**src/rtl/maj_seq_eval.sv**
```systemverilog
// Time-multiplexed MAJ3 network evaluator: a loaded program of majority nodes
// is run one node per cycle on each accepted 7-bit input vector.
module maj_seq_eval #(
  parameter int NUM_IN    = 7,
  parameter int MAX_NODES = 16,
  parameter int SEL_W     = 5,
  parameter int LEN_W     = 5,
  localparam int AW       = $clog2(MAX_NODES),
  localparam int OP_W     = 1 + SEL_W,
  localparam int NODE_W   = 3 * OP_W
) (
  input  logic              clk,
  input  logic              rst,
  input  logic              cfg_we,
  input  logic [AW-1:0]     cfg_addr,
  input  logic [NODE_W-1:0] cfg_data,
  input  logic              cfg_len_we,
  input  logic [LEN_W-1:0]  cfg_len,
  input  logic              cfg_out_inv,
  input  logic              in_valid,
  output logic              in_ready,
  input  logic [NUM_IN-1:0] in_x,
  output logic              out_valid,
  input  logic              out_ready,
  output logic              out_y,
  output logic              busy,
  output logic              err
);

  typedef enum logic [1:0] {IDLE, EVAL, DONE} state_t;

  state_t                   state_q, state_d;
  logic [NODE_W-1:0]        prog_q [MAX_NODES];
  logic [MAX_NODES-1:0]     node_q;
  logic [NUM_IN-1:0]        x_q;
  logic [LEN_W-1:0]         len_q;
  logic                     inv_q;
  logic                     err_q;
  logic [AW-1:0]            j_q;
  logic                     y_q;

  logic                     idle, accept, last, bad_any, maj;
  logic [LEN_W-1:0]         len_wr, len_eff;
  logic                     inv_eff;
  logic [NODE_W-1:0]        cur;
  logic [2:0]               opnd, opbad;

  assign idle   = (state_q == IDLE);
  assign accept = idle && in_valid;
  assign len_wr = (cfg_len > LEN_W'(MAX_NODES)) ? LEN_W'(MAX_NODES) : cfg_len;
  // A length write coinciding with acceptance must steer this very vector.
  assign len_eff = (idle && cfg_len_we) ? len_wr : len_q;
  assign inv_eff = (idle && cfg_len_we) ? cfg_out_inv : inv_q;
  assign cur     = prog_q[j_q];
  assign last    = (LEN_W'(j_q) + 1'b1) == len_q;

  // Operand fetch: only strictly earlier nodes are legal; anything else reads 0 and flags err.
  always_comb begin
    opnd  = '0;
    opbad = '0;
    for (int o = 0; o < 3; o++) begin
      logic [SEL_W-1:0] sel;
      logic             v;
      sel = cur[o*OP_W +: SEL_W];
      v   = 1'b0;
      for (int i = 0; i < NUM_IN; i++)
        if (int'(sel) == i + 1) v = x_q[i];
      for (int k = 0; k < MAX_NODES; k++)
        if (int'(sel) == k + 1 + NUM_IN) begin
          if (k < int'(j_q)) v = node_q[k];
          else               opbad[o] = 1'b1;
        end
      if (int'(sel) >= 1 + NUM_IN + MAX_NODES) opbad[o] = 1'b1;
      opnd[o] = v ^ cur[o*OP_W + SEL_W];
    end
  end

  assign maj     = (opnd[2] & opnd[1]) | (opnd[2] & opnd[0]) | (opnd[1] & opnd[0]);
  assign bad_any = |opbad;

  always_ff @(posedge clk or posedge rst) begin
    if (rst) state_q <= IDLE;
    else     state_q <= state_d;
  end

  always_comb begin
    state_d = state_q;
    case (state_q)
      IDLE:    if (in_valid) state_d = (len_eff == '0) ? DONE : EVAL;
      EVAL:    if (last) state_d = DONE;
      DONE:    if (out_ready) state_d = IDLE;
      default: state_d = IDLE;
    endcase
  end

  always_comb begin
    in_ready  = idle;
    out_valid = (state_q == DONE);
    busy      = !idle;
    out_y     = y_q;
    err       = err_q;
  end

  always_ff @(posedge clk or posedge rst) begin
    if (rst) begin
      for (int n = 0; n < MAX_NODES; n++) prog_q[n] <= '0;
      node_q <= '0;
      x_q    <= '0;
      len_q  <= '0;
      inv_q  <= 1'b0;
      err_q  <= 1'b0;
      j_q    <= '0;
      y_q    <= 1'b0;
    end else begin
      if (idle && cfg_we) prog_q[cfg_addr] <= cfg_data;
      if (idle && cfg_len_we) begin
        len_q <= len_wr;
        inv_q <= cfg_out_inv;
      end
      if (accept) begin
        x_q <= in_x;
        j_q <= '0;
        if (len_eff == '0) y_q <= inv_eff;
      end
      if (state_q == EVAL) begin
        node_q[j_q] <= maj;
        if (bad_any) err_q <= 1'b1;
        if (last) y_q <= maj ^ inv_q;
        else      j_q <= j_q + 1'b1;
      end
    end
  end

endmodule
```
**config.mk**
```make
export PLATFORM = sky130hd
export DESIGN_NAME = maj_seq_eval
export DESIGN_NICKNAME = d
export VERILOG_FILES = /design/src/rtl/maj_seq_eval.sv
export SDC_FILE = /design/constraint.sdc
export NUM_CORES = 1
export LEC_CHECK = 0
export CAP_MARGIN = 20
export CORE_MARGIN = 4
export CORE_UTILIZATION = 67
export CTS_CLUSTER_SIZE = 14
export DETAILED_ROUTE_END_ITERATION = 16
export PLACE_DENSITY = 0.9
export SLEW_MARGIN = 20
export SYNTH_ARGS = -nofsm -noshare
export SYNTH_HDL_FRONTEND = slang
export SYNTH_SLANG_ARGS = --single-unit
```
**constraint.sdc**
```tcl
create_clock -name clk -period 29.6 [get_ports clk]
set_clock_uncertainty 0.05 [all_clocks]
set_input_delay 4.44 -clock clk [delete_from_list [all_inputs] [get_ports clk]]
set_output_delay 4.44 -clock clk [all_outputs]
set_load 0.005 [all_outputs]
```
Yosys cells after proc, flatten, opt, wreduce, memory -nomap -nowiden

Index checks and enable logic that the tools add are counted.

Input bits: 41
Bits in registers: 325
Output and inout bits: 5
Word-level logic and storage cells: 376

Bitwise logic cells: 11
Magnitude comparators: 24
$add $sub $neg: 2
Reduce and logical (&&, ||, !) cells: 11
Mux-type cells: 229
Equal/unequal tests: 75

Operators by type and width:

| operator                                             | number |
|---|---|
| bitwise mux 288 bit                                  | 1 |
| == test 5 bit, second input constant                 | 48 |
| 2-to-1 mux 1 bit                                     | 211 |
| binary-select mux 18 bit (select 4 bit)              | 1 |
| demux 18 bit (select 4 bit)                          | 1 |
| == test 5 x 4 -> 1 bit, second input constant        | 12 |
| 2-to-1 mux 18 bit                                    | 3 |
| == test 5 x 3 -> 1 bit, second input constant        | 6 |
| < comparator 4 bit, first input constant             | 7 |
| >= comparator 5 bit, second input constant           | 5 |
| bitwise mux 16 bit                                   | 1 |
| < comparator 3 x 4 -> 1 bit, first input constant    | 4 |
| == test 5 x 2 -> 1 bit, second input constant        | 3 |
| 2-to-1 mux 4 bit                                     | 3 |
| 2-to-1 mux 5 bit                                     | 2 |
| NOT 4 -> 5 bit                                       | 2 |
| < comparator 1 x 4 -> 1 bit, first input constant    | 2 |
| < comparator 2 x 4 -> 1 bit, first input constant    | 2 |
| 2-to-1 mux 2 bit                                     | 4 |
| one-hot mux 2 bit (3 select lines)                   | 1 |
| adder 4 x 1 -> 5 bit, second input constant          | 1 |
| == test 5 bit                                        | 1 |
| greater-than comparator 5 bit, second input constant | 1 |
| logical AND 1 bit                                    | 5 |
| 18 further kinds                                     | 25 |

Depth between registers and ports, before layout

Depth after elaboration: 49
Gate-level depth with buffers: 21
Depth with buffers taken out: 13

Worst setup path after synthesis

OpenSTA, ideal clock, no wires.

Path kind: input port to flip-flop
Start point: in cfg_addr[3]
End point: reg prog_q[272] (netlist bit)
Path buffers: 2
Setup slack: 23.096 ns
Data required time: 29.425 ns
Arrival: 6.329 ns
Library setup time: 0.125 ns
Stages: 5
Cell sequence: or3_1 > clkbuf_1 > nor3_1 > clkbuf_1 > mux2_2

Word-level cells in the longest chain between the ends: 6
Elaborated cells between the ends (all ways): 7
Classes of those cells: order compare: 2; mux: 3; bitwise: 1; reduce/logical: 1

Ends and longest elaborated chain:

| what                                                                                     | RTL line | RTL |
|---|---|---|
| start: declaration                                                                       | 15       | `input logic [AW-1:0] cfg_addr,` |
| NOT 4 -> 5 bit (not written as such) (*)                                                 | 115      | `if (idle && cfg_we) prog_q[cfg_addr] <= cfg_data;` |
| >= comparator 5 bit (not written as such) or < comparator 5 x 1 -> 1 bit (tied branches) | 115      |  |
| logical AND 1 bit (not written as such)                                                  | 115      |  |
| 2-to-1 mux 18 bit (not written as such)                                                  | 115      |  |
| demux 18 bit (select 4 bit) (*)                                                          | 115      |  |
| bitwise mux 288 bit (*)                                                                  | 115      |  |
| end signal: indexed assignment                                                           | 115      |  |
| end: declaration                                                                         | 33       | `logic [NODE_W-1:0] prog_q [MAX_NODES];` |

Mark *: on every way between the ends. The rest lies on a longest branch, timed or not.
A chain may end at the register's enable or synchronous reset.

Worst setup path after layout

Start point: reg state_q[0]
End point: out in_ready

Word-level cells in the longest chain between the ends: 1

Ends and longest elaborated chain:

| what                     | RTL line | RTL |
|---|---|---|
| start: declaration       | 32       | `state_t state_q, state_d;` |
| start signal: assignment | 83       | `else state_q <= state_d;` |
| zero test 2 bit          | 48       | `assign idle = (state_q == IDLE);` |
| end: declaration         | 21       | `output logic in_ready,` |

Every way passes these cells.

==> results by group <==
STA
  • Max frequency: ~0.15 GHz
  • RSZ-0062 raised after global routing: no
  • Setup TNS: 0 ps
  • Final slew viol count: 0
  • Slew margin rel.: 0.208
  • Slew @ Worst Pin: 1180 ps
  • Min Clock Period, post-route: roughly 6800 ps
  • Fin crit share: 0.230
  • Fin. Hold Viols: 0
  • Final setup vio count: 0

Synth
  • Post-synth EDFFs: 0
  • Adder-Cell Fraction of Synth Area: 0.00362
  • Largest family of logic cells by synthesized area: multiplexers
  • Syn Nets: approximately 1400
  • Post-Synth XOR/XNOR Area: 0.00414
  • Syn Inst Count: 1312
  • Ys async rst share: 1.00
  • Avg Inst Size Synth: 12.9 sq um
  • Main synth FF type: dfrtp_1
  • Ys Warns: 0
  • Synth Cell Area: 16900 sq um
  • Synth Area in Compound Gates: 0.0699
  • Post-synthesis simple-gate area fraction: 0.0798
  • Sequential share of the synthesized area: 0.479
  • Post-synth cell types: 80
  • Post-synthesis mux area share: 0.331
  • Post-synthesis register bit count: 324

Min path
  • Hold Path Stages: 1
  • Hold Startpoint: err
  • WHS Endpoint: err
  • Hold Crit Class: flip-flop to flip-flop

CTS
  • Longest Clk Path Bufs: 3
  • Worst-path clk slew: 70 ps
  • CTS Hold Buffers Added: 0
  • Root Driver: clkbuf_16
  • Setup Fix Bufs, Post-CTS: 0
  • Clock latency on the worst-skew pair: 540 ps
  • Cts bufs inserted: 34
  • TritonCTS clock tree: built
  • Post-CTS Resized: 0
  • Number of H-tree levels: 2
  • Clk sinks: 324

Setup path
  • CP Max Fanout: 8
  • Reg2reg start: j_q[0]
  • FF-to-FF End: out_y
  • Critical Path AT: approximately 2300 ps
  • Startpoint types: flip-flop
  • Worst reg2reg path depth: 13
  • Worst setup EP type: output port
  • Crit Path Class: flip-flop to output port
  • Req. time, crit path: 25110 ps
  • Worst R2R Setup Slack: 23720 ps

Die
  • Io pins: 46
  • Die X: 167 um
  • Die area: 27900 sq um
  • Num rows: 57
  • Starting density of the core: 0.688
  • DIE HEIGHT: roughly 170 um
  • Core box area: 24600 sq um

Placement
  • Half-perimeter wire length after placement: roughly 30000 um
  • Area of placed instances: 17400 sq um
  • # port buffers: 45
  • RePlAce Congestion: around 1.0

Layout
  • P&R area growth vs syn: 9.86%
  • Nets: 1367
  • N_diodes: 0
  • Fill count: ~1500
  • Multi-input gate area: 8310 sq um
  • Design area: 18600 sq um
  • Storage cell area: 8120 sq um
  • Layout cells sized above 1: 0.363

Pwr
  • Pwr dens: between 100 and 150 nW/um^2
  • Power Total: roughly 2.1 mW
  • Leakage power: 7.96 nW
  • Worst VDD drop: 87.0 uV

Routing
  • Final wirelength: 45900 um
  • Vias per cell: 6.97
  • DRT antenna net count: 0
  • Via Count: between 10000 and 15000
  • Initial DRC Count: ~1300
  • DRC: 0
  • Wirelength per Cell: 27.5 um
  • DRT Pass-1 Iters: 5

Global routing
  • Gr ovfl total: 0
  • Initial antenna violation count: 0
  • Total Routing Usage GR: 0.330
  • Vias in the first global route: 12194
  • First-pass GRT wire length: 71600 um
  • Largest net degree at the start of global routing: 169

Outcome
  • Status: finished, final reports clean

Job
  • Max-cap violation count: 0
-- power breakdown --
| part | internal, mW | switching [mW] |
|---|---|---|
| Clock | 0.244 | 0.182 |
| Combinational | 0.430 | 0.478 |
| Sequential | 0.648 | 0.146 |
| Total | 1.32 | 0.806 |
-- worst max path at each step --
stage               startpoint     endpoint  slack, ps  cells past startpoint
detailed placement      cfg_we  prog_q[150]      22490                      5
finish              state_q[0]     in_ready      22800                      2
floorplan                  rst          err      16140                      1
global placement        cfg_we  prog_q[150]      22520                      5
CTS                 state_q[0]     in_ready      22800                      2
global route        state_q[0]     in_ready      22750                      2
-- layout make-up --
class / instances / share of cell area
clock buffers: 49 / 0.0531
flip-flops and latches: 324 / 0.437
well taps: 324 / 0.0218
repair buffers: 60 / 0.0310
multi-input cells: 888 / 0.447
inverters: 14 / 0.00350
clock inverters: 12 / 0.00693
-- placed cells by master, fill, tap and decap left out, types with 5 or more instances in the layout --
cell type        netlist  final
clkbuf_16              0     34
o22ai_1               19     19
clkbuf_1              48      7
and2_1                 6      6
nor4_1                 8      8
nor2_1                69     63
a21oi_1               24     24
xnor2_1                7      7
a211oi_1               8      8
a31oi_1                8      8
mux4_2                62     62
nor3_1                17     15
o22a_1                 7      7
nand2_1               82     79
o211ai_1               8      8
dfrtp_1              324    321
inv_1                 14     13
or3_1                  6      6
mux2i_1               50     50
o221ai_1               7      7
nand3b_1               5      5
nand3_1               22     21
clkdlybuf4s50_1        0     45
nand2b_1              11     11
buf_4                  4     14
mux2_4                 8      8
nor3b_1                6      6
nor2b_1                9      9
mux2_2               312    312
o31ai_1                5      5
clkbuf_8               0      8
and3_1                 7      7
clkinv_2               0      7
o21ai_0               28     28
-- kinds of logic after synthesis --
logic type | Yosys count
mux | 436
flops | 324
simple gates | 273
compound gates | 166
buf+inv | 100
xor+xnor | 8
fa+ha+maj | 5
-- critical path: stages (launching register included) --
cell and delay [ps]:
dfrtp_1 430, nor2_1 720, clkdlybuf4s50_1 650
-- registers in the layout (all words and copies together) (netlist names) --
name,cells
err,1
out_y,1
x_q,7
j_q,4
prog_q,288
len_q,5
state_q,2
node_q,15
inv_q,1
-- synthesized netlist by cell type (6+ instances only) --
cell      count  area share
nor2_1       69       0.015
a211oi_1      8      0.0035
o22a_1        7      0.0036
o221ai_1      7      0.0036
buf_1         6      0.0013
nand3_1      22      0.0065
nand2_1      82       0.018
and2_1        6      0.0022
a31oi_1       8      0.0030
or3_1         6      0.0022
nor3b_1       6      0.0027
inv_1        14      0.0031
mux2i_1      50       0.030
clkbuf_1     48       0.011
nor4_1        8      0.0030
mux2_2      312        0.21
o22ai_1      19      0.0070
a21oi_1      24      0.0071
nor2b_1       9      0.0033
dfrtp_1     324        0.48
o21ai_0      28      0.0083
xnor2_1       7      0.0036
mux2_4        8      0.0071
mux4_2       62       0.083
nand2b_1     11      0.0041
buf_2        16      0.0047
nor3_1       17      0.0050
and3_1        7      0.0026
o211ai_1      8      0.0035
-- per-layer routing --
metal	track usage	routed length (um)	vias to the layer above
li1	-	-	4966
met1	0.449	18300	5943
met2	0.532	22200	591
met3	0.0571	3430	143
met4	0.137	1970	0
met5	0	0	-
-- through the flow --
step                worst slack (ps)   util  cells  hold slack, ps
finish                         22800  0.756   1671             448
global route                   22750  0.756   1671             464
CTS                            22800  0.754   1671             451
detailed placement             22490  0.709   1610             438
global placement               22520  0.709   1610             394
floorplan                      16140      -   1312             401
Power figures use the tool's default switching activity.
